--- config.mk ---
export PLATFORM = sky130hd
export DESIGN_NAME = count_sched
export DESIGN_NICKNAME = d
export VERILOG_FILES = /design/src/rtl/count_sched_pkg.sv /design/src/rtl/rr_arb2.sv /design/src/rtl/count_sched.sv
export SDC_FILE = /design/constraint.sdc
export NUM_CORES = 1
export LEC_CHECK = 0
export ABC_CLOCK_PERIOD_IN_PS = 1830
export CAP_MARGIN = 20
export CORE_ASPECT_RATIO = 1.1
export CORE_MARGIN = 1.5
export CORE_UTILIZATION = 41
export DETAILED_ROUTE_END_ITERATION = 6
export GPL_TIMING_DRIVEN = 0
export PLACE_DENSITY = 0.74
export SLEW_MARGIN = 5
export SYNTH_ARGS = -nofsm -noshare
export SYNTH_HDL_FRONTEND = slang
export SYNTH_HIERARCHICAL = 1
export SYNTH_SLANG_ARGS = --single-unit
--- constraint.sdc ---
create_clock -name Clk -period 1.83 [get_ports Clk]
set_input_delay 0.183 -clock Clk [delete_from_list [all_inputs] [get_ports Clk]]
set_output_delay 0.183 -clock Clk [all_outputs]
set_load 0.05 [all_outputs]
--- src/rtl/count_sched_pkg.sv ---
// Shared encodings for the two-requester counter scheduler.
package count_sched_pkg;

  localparam int LEN_W_DEFAULT = 8;

  typedef enum logic [1:0] {
    ST_IDLE = 2'd0,
    ST_RUN  = 2'd1,
    ST_DONE = 2'd2
  } state_t;

  localparam logic OWN_A = 1'b0;
  localparam logic OWN_B = 1'b1;

endpackage

--- src/rtl/rr_arb2.sv ---
// Two-way round-robin pick: combinational winner, registered last winner.
module rr_arb2
  import count_sched_pkg::*;
(
  input  logic clk,
  input  logic rst_n,
  input  logic req_a,
  input  logic req_b,
  input  logic take,
  output logic win_vld,
  output logic win_owner
);

  logic rr_last;

  always_comb begin
    win_vld   = req_a | req_b;
    win_owner = OWN_A;
    if (req_a && req_b) begin
      win_owner = ~rr_last;
    end else if (req_b) begin
      win_owner = OWN_B;
    end
  end

  // Last winner starts as B so that A takes the first contested grant.
  always_ff @(posedge clk) begin
    if (!rst_n) begin
      rr_last <= OWN_B;
    end else if (take && win_vld) begin
      rr_last <= win_owner;
    end
  end

endmodule

--- src/rtl/count_sched.sv ---
// Round-robin burst scheduler driving the dual event counter's En/Slt.
module count_sched
  import count_sched_pkg::*;
#(
  parameter int LEN_W = LEN_W_DEFAULT
) (
  input  logic             Clk,
  input  logic             Reset,
  input  logic             Req_A,
  input  logic [LEN_W-1:0] Len_A,
  input  logic             Sel_A,
  input  logic             Req_B,
  input  logic [LEN_W-1:0] Len_B,
  input  logic             Sel_B,
  input  logic             Hold,
  output logic             Cnt_En,
  output logic             Cnt_Slt,
  output logic             Gnt_A,
  output logic             Gnt_B,
  output logic             Done_A,
  output logic             Done_B,
  output logic             Busy,
  output logic             Owner
);

  state_t           state, state_nxt;
  logic [LEN_W-1:0] rem, rem_nxt;
  logic             slt_nxt, own_nxt;
  logic             en_nxt, busy_nxt;
  logic             gnt_a_nxt, gnt_b_nxt, done_a_nxt, done_b_nxt;
  logic             win_vld, win_owner;

  rr_arb2 u_arb (
    .clk      (Clk),
    .rst_n    (Reset),
    .req_a    (Req_A),
    .req_b    (Req_B),
    .take     (state == ST_IDLE),
    .win_vld  (win_vld),
    .win_owner(win_owner)
  );

  always_comb begin
    state_nxt  = state;
    rem_nxt    = rem;
    slt_nxt    = Cnt_Slt;
    own_nxt    = Owner;
    gnt_a_nxt  = 1'b0;
    gnt_b_nxt  = 1'b0;
    done_a_nxt = 1'b0;
    done_b_nxt = 1'b0;

    case (state)
      ST_IDLE: begin
        if (win_vld) begin
          own_nxt   = win_owner;
          rem_nxt   = (win_owner == OWN_B) ? Len_B : Len_A;
          slt_nxt   = (win_owner == OWN_B) ? Sel_B : Sel_A;
          gnt_a_nxt = (win_owner == OWN_A);
          gnt_b_nxt = (win_owner == OWN_B);
          // A zero-length burst spends its grant cycle in RUN with no
          // enable, so Gnt and Done land in consecutive cycles.
          state_nxt = ST_RUN;
        end
      end
      ST_RUN: begin
        if (Cnt_En) begin
          rem_nxt = rem - LEN_W'(1);
        end
        if ((rem == '0) || (Cnt_En && (rem == LEN_W'(1)))) begin
          state_nxt = ST_DONE;
        end
      end
      ST_DONE: begin
        state_nxt = ST_IDLE;
      end
      default: begin
        state_nxt = ST_IDLE;
      end
    endcase

    if (state_nxt == ST_DONE) begin
      done_a_nxt = (own_nxt == OWN_A);
      done_b_nxt = (own_nxt == OWN_B);
    end

    // Hold seen this cycle gates next cycle's enable; an enable is only
    // issued while cycles are still owed, so rem never goes below zero.
    en_nxt   = (state_nxt == ST_RUN) && !Hold && (rem_nxt != '0);
    busy_nxt = (state_nxt != ST_IDLE);
  end

  always_ff @(posedge Clk) begin
    if (!Reset) begin
      state   <= ST_IDLE;
      rem     <= '0;
      Cnt_En  <= 1'b0;
      Cnt_Slt <= 1'b0;
      Gnt_A   <= 1'b0;
      Gnt_B   <= 1'b0;
      Done_A  <= 1'b0;
      Done_B  <= 1'b0;
      Busy    <= 1'b0;
      Owner   <= OWN_A;
    end else begin
      state   <= state_nxt;
      rem     <= rem_nxt;
      Cnt_En  <= en_nxt;
      Cnt_Slt <= slt_nxt;
      Gnt_A   <= gnt_a_nxt;
      Gnt_B   <= gnt_b_nxt;
      Done_A  <= done_a_nxt;
      Done_B  <= done_b_nxt;
      Busy    <= busy_nxt;
      Owner   <= own_nxt;
    end
  end

endmodule

==> impl_metrics.yaml, run 1 <==
outcome:
  status: "finished, violations left"
  violations: "setup timing"
global_routing:
  antenna_found_initial: 0
  grt_max_degree: 12
  overflow: 0
  grt_pass1_wl_mm: 4.20
  grt_pass1_vias: 929
  grtUsageTotal: 0.190
synth:
  netlist_area_um2: 1040
  synth_area_leaders: "dfxtp_1 (37%), mux2i_1 (7.7%), and2_1 (4.8%)"
  synth_async_sr_flop_share: 0
  synthFlopType: "dfxtp_1"
  syn_area_per_cell_um2: 9.38
  netlist.area_leader.share: 0.365
  syn_inst: 111
  yosys_register_bits: 19
  seq_area_frac_synth: 0.365
  synth_top_area_cell: "dfxtp_1"
  synth_fp_nets: 136
  yosysWarnings: 6
  yosysMostFrequentCell: "dfxtp_1"
  synth_common_cells: "dfxtp_1 (19), and2_1 (8), mux2i_1 (8)"
  ys_types: 41
  synth_edf_count: 0
detailed_routing:
  wl_mm: 2.74
  wl_per_cell_um: 15.4
  ant_nets: 0
  route.detailed.drc: 0
  viasPerCell: 5.79
  drt_iter0_markers: 31
  dr.pass1.iters: 7
  vias: 1031
flow_run:
  drv_cap: 0
setup_path:
  endpoint_kind: "flip-flop"
  critPathMaxFanout: 10
  cp_cell_sequence: "clkdlybuf4s50_1 > or2_2 > nor3b_4 > buf_2 > a22oi_1 > o311ai_2 > nor4_1 > a21oi_1"
  slowest_stage: "clkdlybuf4s50_1"
  r2r-start: "rem[1]"
  worstSetupStartpoint: "Req_A"
  slowest_delay_ns: 0.47
  startpoint_type: "input port"
  reg2reg_slack_ns: -0.16
  critPathKind: "input port to flip-flop"
  required_ns: 2.01
  cp_data_arrival_time_ns: 2.18
  path_buf_inv: 2
  cp_top_family: "simple AND/OR/NAND/NOR gates"
sta:
  maxSlewHeadroom: 0.672
  worstMarginPinSlew_ns: 0.491
  drv_slew: 0
  fin_crit_sh: 1.09
  rsz0062_at_grt: "yes"
  skew_ns: 0.00321
  setup_viol: 1
  hold_viol: 0
  fin_ws_ns: -0.165
  finalCriticalPeriod_ns: 1.99
  max_freq_mhz: 501
power_and_ir_drop:
  p_sw_frac: 0.348
  pwr-share-clk: 0.187
  p_int_uw: 761
  switchingPower_uw: 407
  p_leak_nw: 0.591
  ir_drop_uv: 621
  seq_power_share: 0.431
  p_comb_frac: 0.382
  p_per_area_nw_per_um2: 783
final_layout:
  drive_gt1_frac: 0.209
  final_nets: 174
  antenna_cells: 0
  multiInputGateArea_um2: 663
  seqCellArea_um2: 392
  n_fill_cell: 180
  fin_area_um2: 1490
  syn_to_final_growth_pct: 43.3
place:
  place_congestion: 0.900
  portBuffers: 30
  placement.setup.worst_slack_ns: -0.642
  placed_area_um2: 1380
  dp.final_hpwl_mm: 1.85
hold_path:
  hp-start: "Cnt_Slt"
  min-delay-path-class: "flip-flop to flip-flop"
clock_tree:
  clkLatencyLatePin_ns: 0.30
  cts_tree: "yes"
  htreeDepth: 1
  path_clk_slew_ns: 0.12
  cts_sinks: 19
  cts-root-buf: "clkbuf_4"
  cts_buffers: 3
  cts_hold_buf: 0
  cts_buffer_depth: 2
floorplan:
  ios: 31
  die_height_um: 55.8
  rows: 18
  fp.dieW_um: 51.0
  core-area_um2: 2320
  start_util: 0.449
  die_area_um2: 2850
[what timing repair did]
item	4_1_cts	5_1_grt
gates resized for setup	15	5
setup buffers	1	2
setup endpoints to repair	12	3
pin swaps	3	5
[path summary, 6_finish.rpt]
path	end	cells past startpoint
worst max-delay path	Cnt_En	8
worst min-delay path	Cnt_Slt	1
worst max register to register	Cnt_En	8
worst min register to register	Cnt_Slt	1
[power by group through the flow]
| stage | sequential, mW | clock [mW] | combinational, mW |
|---|---|---|---|
| detailed placement | 0.506 | 0 | 0.397 |
| CTS | 0.501 | 0.213 | 0.423 |
| floorplan | 0.544 | 0 | 0.226 |
| global route | 0.509 | 0.235 | 0.477 |
| finish | 0.503 | 0.219 | 0.446 |
| global placement | 0.504 | 0 | 0.391 |
[flip-flops by register name, summed over array words and instances (netlist names)]
name / count
rem: 8
state: 2
Busy: 1
Cnt_En: 1
Cnt_Slt: 1
Done_A: 1
Done_B: 1
Gnt_A: 1
Gnt_B: 1
Owner: 1
u_arb/rr_last: 1
[cells in the final DEF, fill, tap and decap left out, types with 2 or more instances in the layout]
master and n:
a2bb2oi_1 2, a211oi_1 2, o311ai_2 2, nand2_1 3, nand3b_1 3, mux2_2 2
nor3_1 2, inv_1 4, o311a_1 2, dfxtp_1 14, and3_1 3, or3_1 3
ha_1 2, a21oi_1 4, nand2b_1 2, dfxtp_4 2, buf_4 3, a211o_1 2
clkbuf_4 3, mux2i_1 8, a22oi_1 3, nor2b_1 2, o311ai_1 2, clkbuf_1 2
dfxtp_2 3, and2_1 8, buf_2 2, nor2_1 5, nor4_1 2, clkdlybuf4s50_1 30
or2_2 2
[layout make-up]
cell class                 count  area share
buffer                         6      0.0227
sequential                    19       0.263
clock inverter                 1     0.00336
timing repair buffer          33       0.216
inverter                       4      0.0101
tap                           30      0.0252
multi-input combinational     82       0.445
clock buffer                   3      0.0151
[kinds of logic after synthesis]
family,after synthesis,share of synthesized area
DFF,19,0.365
and+or+nand+nor,43,0.261
buffers and inverters,10,0.0397
adders and majority gates,2,0.0240
AOI/OAI and AO/OA,27,0.212
muxes,10,0.0986
[metal layers]
| layer | track usage | routed length, µm | vias to the layer above |
|---|---|---|---|
| met3 | 0.0349 | 151 | 4 |
| met1 | 0.242 | 1150 | 501 |
| met4 | 0.0425 | 25 | 0 |
| met2 | 0.327 | 1410 | 32 |
| li1 | - | - | 494 |
| met5 | 0 | 0 | - |
[per-stage QoR]
| stage | utilization | hold WS (ns) | setup TNS (ns) | instances | power, mW |
|---|---|---|---|---|---|
| 4_1_cts | 0.629 | 0.517 | -0.140 | 176 | 1.14 |
| 2_1_floorplan | - | 0.242 | -0.0294 | 111 | 0.770 |
| 6_report | 0.643 | 0.513 | -0.165 | 178 | 1.17 |
| 5_1_grt | 0.643 | 0.536 | -0.264 | 178 | 1.22 |
| 3_5_place_dp | 0.596 | 0.491 | -5.74 | 171 | 0.903 |
| 3_3_place_gp | 0.596 | 0.481 | -4.73 | 171 | 0.895 |
Power figures use the tool's default switching activity.
==> inputs of run 2 (changes only) <==
Settings changed: CORE_MARGIN 1.5 to default, CORE_UTILIZATION 41 to 34, MAX_ROUTING_LAYER from default to met4, PLACE_DENSITY 0.74 to default.
==> impl_metrics.yaml, run 2 (synthesis results as in run 1) <==
outcome:
  status: "finished, violations left"
  violations: "setup timing"
final_layout:
  largest_register_ffs: 8
  antenna_cells: 0
  final_util: 0.528
  final_common_cell: "clkdlybuf4s50_1"
  final_cell_mix: "clkdlybuf4s50_1 (30), dfxtp_1 (14), mux2i_1 (8), and2_1 (8), nor2_1 (5)"
  fin_cells: 180
  syn_to_final_growth_pct: 43.4
  drive_gt1_frac: 0.197
  final_nets: 173
  n_fill_cell: 287
  top_register: "rem"
  reg.largest.list: "rem x8, state x2"
setup_path:
  required_ns: 2.01
  worstSetupStartpoint: "rem[2]"
  critPathKind: "flip-flop to flip-flop"
  cp_data_arrival_time_ns: 2.10
  timing.rr.end: "Cnt_En"
  startpoint_type: "flip-flop"
  reg2reg_slack_ns: -0.09
  r2r-start: "rem[2]"
  critPathMaxFanout: 6
  endpoint_kind: "flip-flop"
  r2r_cells: 5
place:
  place_congestion: 0.841
  placement.setup.worst_slack_ns: -0.622
  portBuffers: 30
  dp_cells: 174
  dp.final_hpwl_mm: 2.02
power_and_ir_drop:
  switchingPower_uw: 393
  p_leak_nw: 0.576
  p_comb_frac: 0.380
  pwr-share-clk: 0.182
  power_mw: 1.15
  seq_power_share: 0.438
  p_per_area_nw_per_um2: 773
  p_int_uw: 762
  ir_drop_uv: 437
  p_sw_frac: 0.340
floorplan:
  ios: 31
  core-area_um2: 2830
  start_util: 0.368
  die_area_um2: 3290
  rows: 20
  die_height_um: 60.0
  fp.dieW_um: 54.8
detailed_routing:
  vias: 983
  viasPerCell: 5.46
  route.detailed.drc: 0
  wl_mm: 2.71
  ant_nets: 0
  wl_per_cell_um: 15.1
  drt_iter0_markers: 13
  dr.pass1.iters: 4
sta:
  fin_crit_sh: 1.05
  drv_slew: 0
  setup_viol: 1
  fin_setup_tns_ns: -0.0870
  finalCriticalPeriod_ns: 1.92
  worstMarginPinSlew_ns: 0.493
  skew_ns: 0.000321
  hold_viol: 0
  rsz0062_at_grt: "yes"
  maxSlewHeadroom: 0.670
  max_freq_mhz: 522
  fin_ws_ns: -0.0870
global_routing:
  grt_pass1_wl_mm: 4.35
  overflow: 0
  grt_max_degree: 11
  grt_pass1_vias: 991
  grtUsageTotal: 0.192
  antenna_found_initial: 0
clock_tree:
  path_clk_slew_ns: 0.10
  cts_sinks: 19
  htreeDepth: 1
  clkLatencyLatePin_ns: 0.29
  cts_tree: "yes"
  cts_buffer_depth: 2
  cts-root-buf: "clkbuf_4"
  cts_hold_buf: 0
  cts_buffers: 3
hold_path:
  min-delay-path-class: "flip-flop to flip-flop"
  min_path_cells: 1
  hp-start: "Cnt_Slt"
  hold_end: "Cnt_Slt"
flow_run:
  drv_cap: 0
-- run 2: cell types whose count changed in the layout (fill, tap and decap cells not counted), sizes merged --
cell and change:
buf -1, clkbuf +1, clkinv -1
-- run 2: final cells by class --
class	instances	area, µm²	share of cell area
multi-input cells	82	671	0.449
plain buffers	6	32.5	0.0218
flip-flops and latches	19	392	0.262
repair buffers	32	315	0.211
clock buffers	4	26.3	0.0176
inverters	4	15.0	0.0101
well taps	33	41.3	0.0277
-- run 2: how the worst max path moves through the flow --
stage	endpoint	slack, ns
after CTS	Cnt_En	-0.1
after global routing	Cnt_En	-0.14
after detailed placement	Cnt_En	-0.62
after global placement	Cnt_En	-0.59
after floorplan	Cnt_En	-0.03
final	Cnt_En	-0.09
-- run 2: metal layers --
metal	part of all wire	up-vias	track usage
li1	-	495	-
met1	0.45	472	0.219
met2	0.52	14	0.330
met3	0.024	2	0.0229
met4	0.0048	0	0.0769
met5	0	-	-
-- run 2: metrics by stage --
stage               hold slack, ns  cell area (µm²)
finish                       0.511             1490
global route                 0.526             1490
CTS                          0.512             1450
detailed placement           0.489             1390
global placement             0.480             1390
floorplan                    0.242             1040
-- run 2: timing repair --
action / in CTS / in global routing
buffers inserted: 2 / 0
pin swaps: 2 / 2
gates resized for setup: 9 / 9
setup endpoints to repair: 11 / 6
-- run 2: power groups by stage --
stage	registers (mW)	clock network (mW)	logic (mW)
final	0.506	0.210	0.439
after global routing	0.513	0.238	0.478
after CTS	0.499	0.222	0.417
after detailed placement	0.507	0	0.403
after global placement	0.505	0	0.393
after floorplan	0.544	0	0.226
-- run 2: critical path: stages (launching register included) --
cell,delay (ns)
dfxtp_2,0.36
or4b_4,0.59
o311ai_2,0.31
o311ai_4,0.17
nor4_2,0.29
a21oi_1,0.09
